**config.mk**
```make
export PLATFORM = sky130hd
export DESIGN_NAME = alu_control_seq
export DESIGN_NICKNAME = d
export VERILOG_FILES = /design/src/rtl/alu_pkg.sv /design/src/rtl/alu_decode.sv /design/src/rtl/alu_control_seq.sv
export SDC_FILE = /design/constraint.sdc
export NUM_CORES = 1
export LEC_CHECK = 0
export ABC_AREA = 1
export BUFFER_PORTS_ARGS = -buffer_cell sky130_fd_sc_hd__buf_2
export CAP_MARGIN = 40
export CORE_MARGIN = 2
export CORE_UTILIZATION = 39
export DETAILED_ROUTE_END_ITERATION = 16
export PLACE_DENSITY = 0.67
export SKIP_LAST_GASP = 1
export SYNTH_ARGS = -nofsm -noshare
export SYNTH_HDL_FRONTEND = slang
export SYNTH_SLANG_ARGS = --single-unit
```
**constraint.sdc**
```tcl
create_clock -name clk -period 1.4 [get_ports clk]
set_clock_uncertainty 0.05 [all_clocks]
set_input_delay 0.21 -clock clk [delete_from_list [all_inputs] [get_ports clk]]
set_output_delay 0.21 -clock clk [all_outputs]
set_load 0.01 [all_outputs]
```
**src/rtl/alu_pkg.sv**
```systemverilog
// ============================================================================
// Module      : alu_pkg
// Description : Shared ALUOp / funct / alu_control encodings and FSM states
// Revision    : 1.0 - initial release
// ============================================================================
`default_nettype none

package alu_pkg;

    localparam logic [1:0] ALUOP_ADD   = 2'b00;
    localparam logic [1:0] ALUOP_SUB   = 2'b01;
    localparam logic [1:0] ALUOP_RTYPE = 2'b10;

    localparam logic [5:0] F_ADD = 6'b100000;
    localparam logic [5:0] F_SUB = 6'b100010;
    localparam logic [5:0] F_AND = 6'b100100;
    localparam logic [5:0] F_OR  = 6'b100101;
    localparam logic [5:0] F_XOR = 6'b100110;
    localparam logic [5:0] F_NOR = 6'b100111;
    localparam logic [5:0] F_SLT = 6'b101010;
    localparam logic [5:0] F_SLL = 6'b000000;
    localparam logic [5:0] F_SRL = 6'b000010;
    localparam logic [5:0] F_MUL = 6'b011000;

    localparam logic [3:0] ALU_AND = 4'b0000;
    localparam logic [3:0] ALU_OR  = 4'b0001;
    localparam logic [3:0] ALU_ADD = 4'b0010;
    localparam logic [3:0] ALU_XOR = 4'b0011;
    localparam logic [3:0] ALU_SUB = 4'b0110;
    localparam logic [3:0] ALU_SLT = 4'b0111;
    localparam logic [3:0] ALU_MUL = 4'b1000;
    localparam logic [3:0] ALU_SLL = 4'b1001;
    localparam logic [3:0] ALU_SRL = 4'b1010;
    localparam logic [3:0] ALU_NOR = 4'b1100;
    localparam logic [3:0] ALU_NOP = 4'b1111;

    typedef enum logic [1:0] {
        ST_IDLE   = 2'b00,
        ST_SINGLE = 2'b01,
        ST_MULTI  = 2'b10
    } state_e;

endpackage : alu_pkg

`default_nettype wire

```
**src/rtl/alu_decode.sv**
```systemverilog
// ============================================================================
// Module      : alu_decode
// Description : Combinational (ALUOp, funct) -> {alu code, multicycle, illegal}
// Revision    : 1.0 - initial release
// ============================================================================
`default_nettype none

module alu_decode
    import alu_pkg::*;
#(
    parameter int unsigned OP_W   = 2,
    parameter int unsigned FUNC_W = 6,
    parameter int unsigned CTRL_W = 4,
    parameter int unsigned MUL_EN = 1
) (
    input  logic [OP_W-1:0]   op_i,
    input  logic [FUNC_W-1:0] func_i,
    output logic [CTRL_W-1:0] code_o,
    output logic              is_multi_o,
    output logic              illegal_o
);

    logic [3:0] w_code4;
    logic       w_multi;
    logic       w_illegal;

    always_comb begin
        w_code4   = ALU_NOP;
        w_multi   = 1'b0;
        w_illegal = 1'b1;
        if (op_i == OP_W'(ALUOP_ADD)) begin
            w_code4   = ALU_ADD;
            w_illegal = 1'b0;
        end else if (op_i == OP_W'(ALUOP_SUB)) begin
            w_code4   = ALU_SUB;
            w_illegal = 1'b0;
        end else if (op_i == OP_W'(ALUOP_RTYPE)) begin
            w_illegal = 1'b0;
            case (func_i)
                FUNC_W'(F_ADD): w_code4 = ALU_ADD;
                FUNC_W'(F_SUB): w_code4 = ALU_SUB;
                FUNC_W'(F_AND): w_code4 = ALU_AND;
                FUNC_W'(F_OR):  w_code4 = ALU_OR;
                FUNC_W'(F_XOR): w_code4 = ALU_XOR;
                FUNC_W'(F_NOR): w_code4 = ALU_NOR;
                FUNC_W'(F_SLT): w_code4 = ALU_SLT;
                FUNC_W'(F_SLL): w_code4 = ALU_SLL;
                FUNC_W'(F_SRL): w_code4 = ALU_SRL;
                FUNC_W'(F_MUL): begin
                    // Without a multiplier the MUL funct falls back to NOP/illegal
                    if (MUL_EN != 0) begin
                        w_code4 = ALU_MUL;
                        w_multi = 1'b1;
                    end else begin
                        w_illegal = 1'b1;
                    end
                end
                default: w_illegal = 1'b1;
            endcase
        end
    end

    assign code_o     = CTRL_W'(w_code4);
    assign is_multi_o = w_multi;
    assign illegal_o  = w_illegal;

endmodule : alu_decode

`default_nettype wire

```
**src/rtl/alu_control_seq.sv**
```systemverilog
// ============================================================================
// Module      : alu_control_seq
// Description : Registered ALU control sequencer with valid/ready request,
//               multicycle MUL hold, illegal flagging and abort
// Revision    : 1.0 - initial release
// ============================================================================
`default_nettype none

module alu_control_seq
    import alu_pkg::*;
#(
    parameter int unsigned OP_W       = 2,
    parameter int unsigned FUNC_W     = 6,
    parameter int unsigned CTRL_W     = 4,
    parameter int unsigned MUL_EN     = 1,
    parameter int unsigned MUL_CYCLES = 4
) (
    input  logic              clk,
    input  logic              reset,
    input  logic              req_valid,
    output logic              req_ready,
    input  logic [OP_W-1:0]   op,
    input  logic [FUNC_W-1:0] func,
    input  logic              abort,
    output logic [CTRL_W-1:0] alu_control,
    output logic              ctrl_valid,
    output logic              busy,
    output logic              done,
    output logic              illegal
);

    localparam int unsigned     CNT_W    = $clog2(MUL_CYCLES);
    localparam logic [CNT_W-1:0] CNT_LOAD = CNT_W'(MUL_CYCLES - 1);

    state_e              state_q, state_d;
    logic [CTRL_W-1:0]   code_q, code_d;
    logic                illegal_q, illegal_d;
    logic [CNT_W-1:0]    cnt_q, cnt_d;

    logic [CTRL_W-1:0]   w_dec_code;
    logic                w_dec_multi;
    logic                w_dec_illegal;
    logic                w_last;
    logic                w_accept;

    alu_decode #(
        .OP_W   (OP_W),
        .FUNC_W (FUNC_W),
        .CTRL_W (CTRL_W),
        .MUL_EN (MUL_EN)
    ) u_decode (
        .op_i       (op),
        .func_i     (func),
        .code_o     (w_dec_code),
        .is_multi_o (w_dec_multi),
        .illegal_o  (w_dec_illegal)
    );

    // The final cycle of an op doubles as an accept slot, giving gap-free issue
    assign w_last    = (state_q == ST_SINGLE) ||
                       ((state_q == ST_MULTI) && (cnt_q == '0));
    assign req_ready = !abort && ((state_q == ST_IDLE) || w_last);
    assign w_accept  = req_valid && req_ready;

    always_comb begin
        state_d   = state_q;
        code_d    = code_q;
        illegal_d = illegal_q;
        cnt_d     = cnt_q;
        if (abort) begin
            // alu_control deliberately keeps its last value on abort
            state_d   = ST_IDLE;
            illegal_d = 1'b0;
            cnt_d     = '0;
        end else if (w_accept) begin
            code_d    = w_dec_code;
            illegal_d = w_dec_illegal;
            if (w_dec_multi) begin
                state_d = ST_MULTI;
                cnt_d   = CNT_LOAD;
            end else begin
                state_d = ST_SINGLE;
                cnt_d   = '0;
            end
        end else if (w_last) begin
            state_d   = ST_IDLE;
            illegal_d = 1'b0;
        end else if (state_q == ST_MULTI) begin
            cnt_d = cnt_q - CNT_W'(1);
        end
    end

    always_ff @(posedge clk) begin
        if (reset) begin
            state_q   <= ST_IDLE;
            code_q    <= CTRL_W'(ALU_ADD);
            illegal_q <= 1'b0;
            cnt_q     <= '0;
        end else begin
            state_q   <= state_d;
            code_q    <= code_d;
            illegal_q <= illegal_d;
            cnt_q     <= cnt_d;
        end
    end

    assign alu_control = code_q;
    assign ctrl_valid  = (state_q != ST_IDLE);
    assign busy        = (state_q == ST_MULTI);
    assign done        = w_last;
    assign illegal     = illegal_q;

endmodule : alu_control_seq

`default_nettype wire
```
==> reports/qor.csv <==
metric,value,unit
cts-buffers-inserted,3,
critPathSlowestCell,dfxtp_2,
irDropWorstVdd,0.397,mV
grt_max_degree,8,
cts_tree,built,
synth-adder-area-share,1.98,%
syn_avg_cell_area,6.19,sq um
antenna_found_initial,0,
r2r-end,cnt_q[0],
setup_viol_count_final,8,
startpoint_type,flip-flop,
dr.pass1.iters,4,
drive_gt1_share,48.6,%
viasPerCell,4.97,
num_rows,14,
layout_setup_ws,-0.167,ns
worstSkewPairLatency,0.28,ns
vias,765,
die_area,1960,sq um
path_delay_family,buffers and inverters,
syn_inst,102,
period_minus_slack,1.57,ns
fillers,114,
overflow,0,
grt_setup_unrepaired,true,
core,1510,sq um
ys.warnings.count,0,
crit_path_max_incr_delay,0.33,ns
antenna_cells,0,
crit_buf_inv,3,
critPathMaxFanout,2,
rrSetupSlack,-0.11,ns
p_leak,0.488,nW
netlist_area,632,sq um
port_buffers,20,
die_h,44.3,um
synthXorXnorAreaFrac,1.39,%
die_x,44.3,um
ys_types,21,
hold_slack,0.0898,ns
drc,0,
nets,152,
reg2reg_depth,11,
critPathCapture,req_ready,
syn_nets,115,
gp_congestion,0.801,
ant_nets,0,
violations,setup timing,
grt_pass1_vias,710,
setup.worst_path.start,cnt_q[0],
critPathRequiredTime,1.14,ns
wirelength,1820,um
max_freq,0.638,GHz
yosys.area.top_type,dfxtp_1,
rr_startpoint,cnt_q[0],
cp.arrival,1.31,ns
cts.sinks,9,
synth_top_family_by_area,simple AND/OR/NAND/NOR gates,
io_pins,21,
seqCellArea,184,sq um
syn2layout_area_growth,58.0,%
hold_violations,0,
avgRoutedWirePerCell,11.8,um
maxCapViolCount,0,
run_status,"finished, violations left",
yosysSeqAreaShare,28.5,%
netlist.area_leader.share,28.5,%
final_cell_mix,"19 x buf_2, 17 x nand2_1, 16 x inv_1, 15 x nor2_1, 9 x buf_4",
path_class,flip-flop to output pin,
synth_mux_area_share,0,%
drtIter0Drc,15,
setup_tns,-0.597,ns
dpl_worst_slack,-0.0574,ns
gr-usage-all-layers,21.0,%
root_buffer,clkbuf_4,
dp_hpwl,1160,um
crit_chain,inv_2 -> ha_4 -> a21oi_4 -> buf_6 -> nor2_4 -> buf_6,
slew_headroom,77.9,%
worst_slew_pin_slew,0.332,ns
final_common_cell,buf_2,
multiInputGateArea,472,sq um
synth_seq_cells,9,
worst-path-stages,6,
fin_crit_sh,112,%
start_util,41.9,%
grt_pass1_wl,2820,um
cp-end-kind,output pin,
clk_pin_slew,0.07,ns
holdBufCountCts,0,
htree_levels,1,
cp_common_cell,buf_6,
hp-class,primary input to flip-flop,
ys_top_cells_by_area,"dfxtp_1 29%, nand2_1 12%, inv_1 11%, nor2_1 10%, a21oi_1 6.3%",
slew_violations,0,
p_per_area,653,nW/um^2
yosys.area_share.simple,40.4,%
clk_path_buf_depth,2,
synth_compound_area_share,15.8,%
-- state kept, by name (all words and copies together) (netlist names) --
register / count
alu_control: 4
cnt_q: 2
illegal: 1
state_q: 2
-- worst min-delay path by stage --
stage,from,end,cells after the start
2_1_floorplan,reset,alu_control[0],1
3_3_place_gp,reset,alu_control[3],2
3_5_place_dp,reset,alu_control[3],2
4_1_cts,reset,alu_control[3],2
5_1_grt,reset,alu_control[3],2
6_report,reset,alu_control[3],2
-- cells by family after synthesis --
logic type	Yosys count
AOI/OAI and AO/OA	18
buffers and inverters	20
DFF	9
adders and majority gates	1
xor gates and xnor gates	1
and+or+nand+nor	53
-- cell usage after synthesis --
master and instances:
xnor2_1 1, nand3b_1 1, ha_1 1, o21ai_1 2, nand3_1 4, nand3_2 1
nor2_1 17, nor2_2 1, nor2_4 1, o21ai_2 1, a21oi_1 8, o31ai_1 1
o21ai_0 5, nand4_1 4, inv_2 1, nand2_1 21, inv_1 19, nand2_2 2
dfxtp_1 9, a21oi_2 1, nand2_8 1
-- timing repair --
action / 4_1_cts / 5_1_grt
gates resized for setup: 9 / 30
setup buffers: 9 / 2
cloned: 0 / 0
endpoints found under the setup margin: 4 / 11
pin swaps: 5 / 7
-- per-stage QoR --
step           cell area, sq um  cells  total power, W  utilization, %
2_1_floorplan               632    102        0.000347               -
3_3_place_gp                767    140        0.000394            50.9
3_5_place_dp                767    140        0.000395            50.9
4_1_cts                     890    153        0.000620            59.1
5_1_grt                     998    154        0.000694            66.3
6_report                    998    154        0.000652            66.3
-- cell type report --
type / count / area share, %
clock inverter: 1 / 0.501
multi-input combinational: 73 / 47.2
inverter: 20 / 8.77
timing repair buffer: 32 / 20.8
sequential: 9 / 18.4
tap: 16 / 2.01
clock buffer: 3 / 2.26
-- report_power, final --
part / switching, W / leakage [nW] / internal, W
clock network: 0.000110 / 0.0177 / 0.000106
logic: 0.0000946 / 0.395 / 0.0000714
registers: 0.00000571 / 0.0746 / 0.000265
total: 0.000210 / 0.488 / 0.000443
-- routing by layer --
metal / GRT usage (%) / wire (um)
met1: 23.3 / 743
met2: 30.6 / 858
met3: 9.80 / 144
met4: 17.0 / 72
met5: 0 / 0
(Power assumes the default switching activity.)
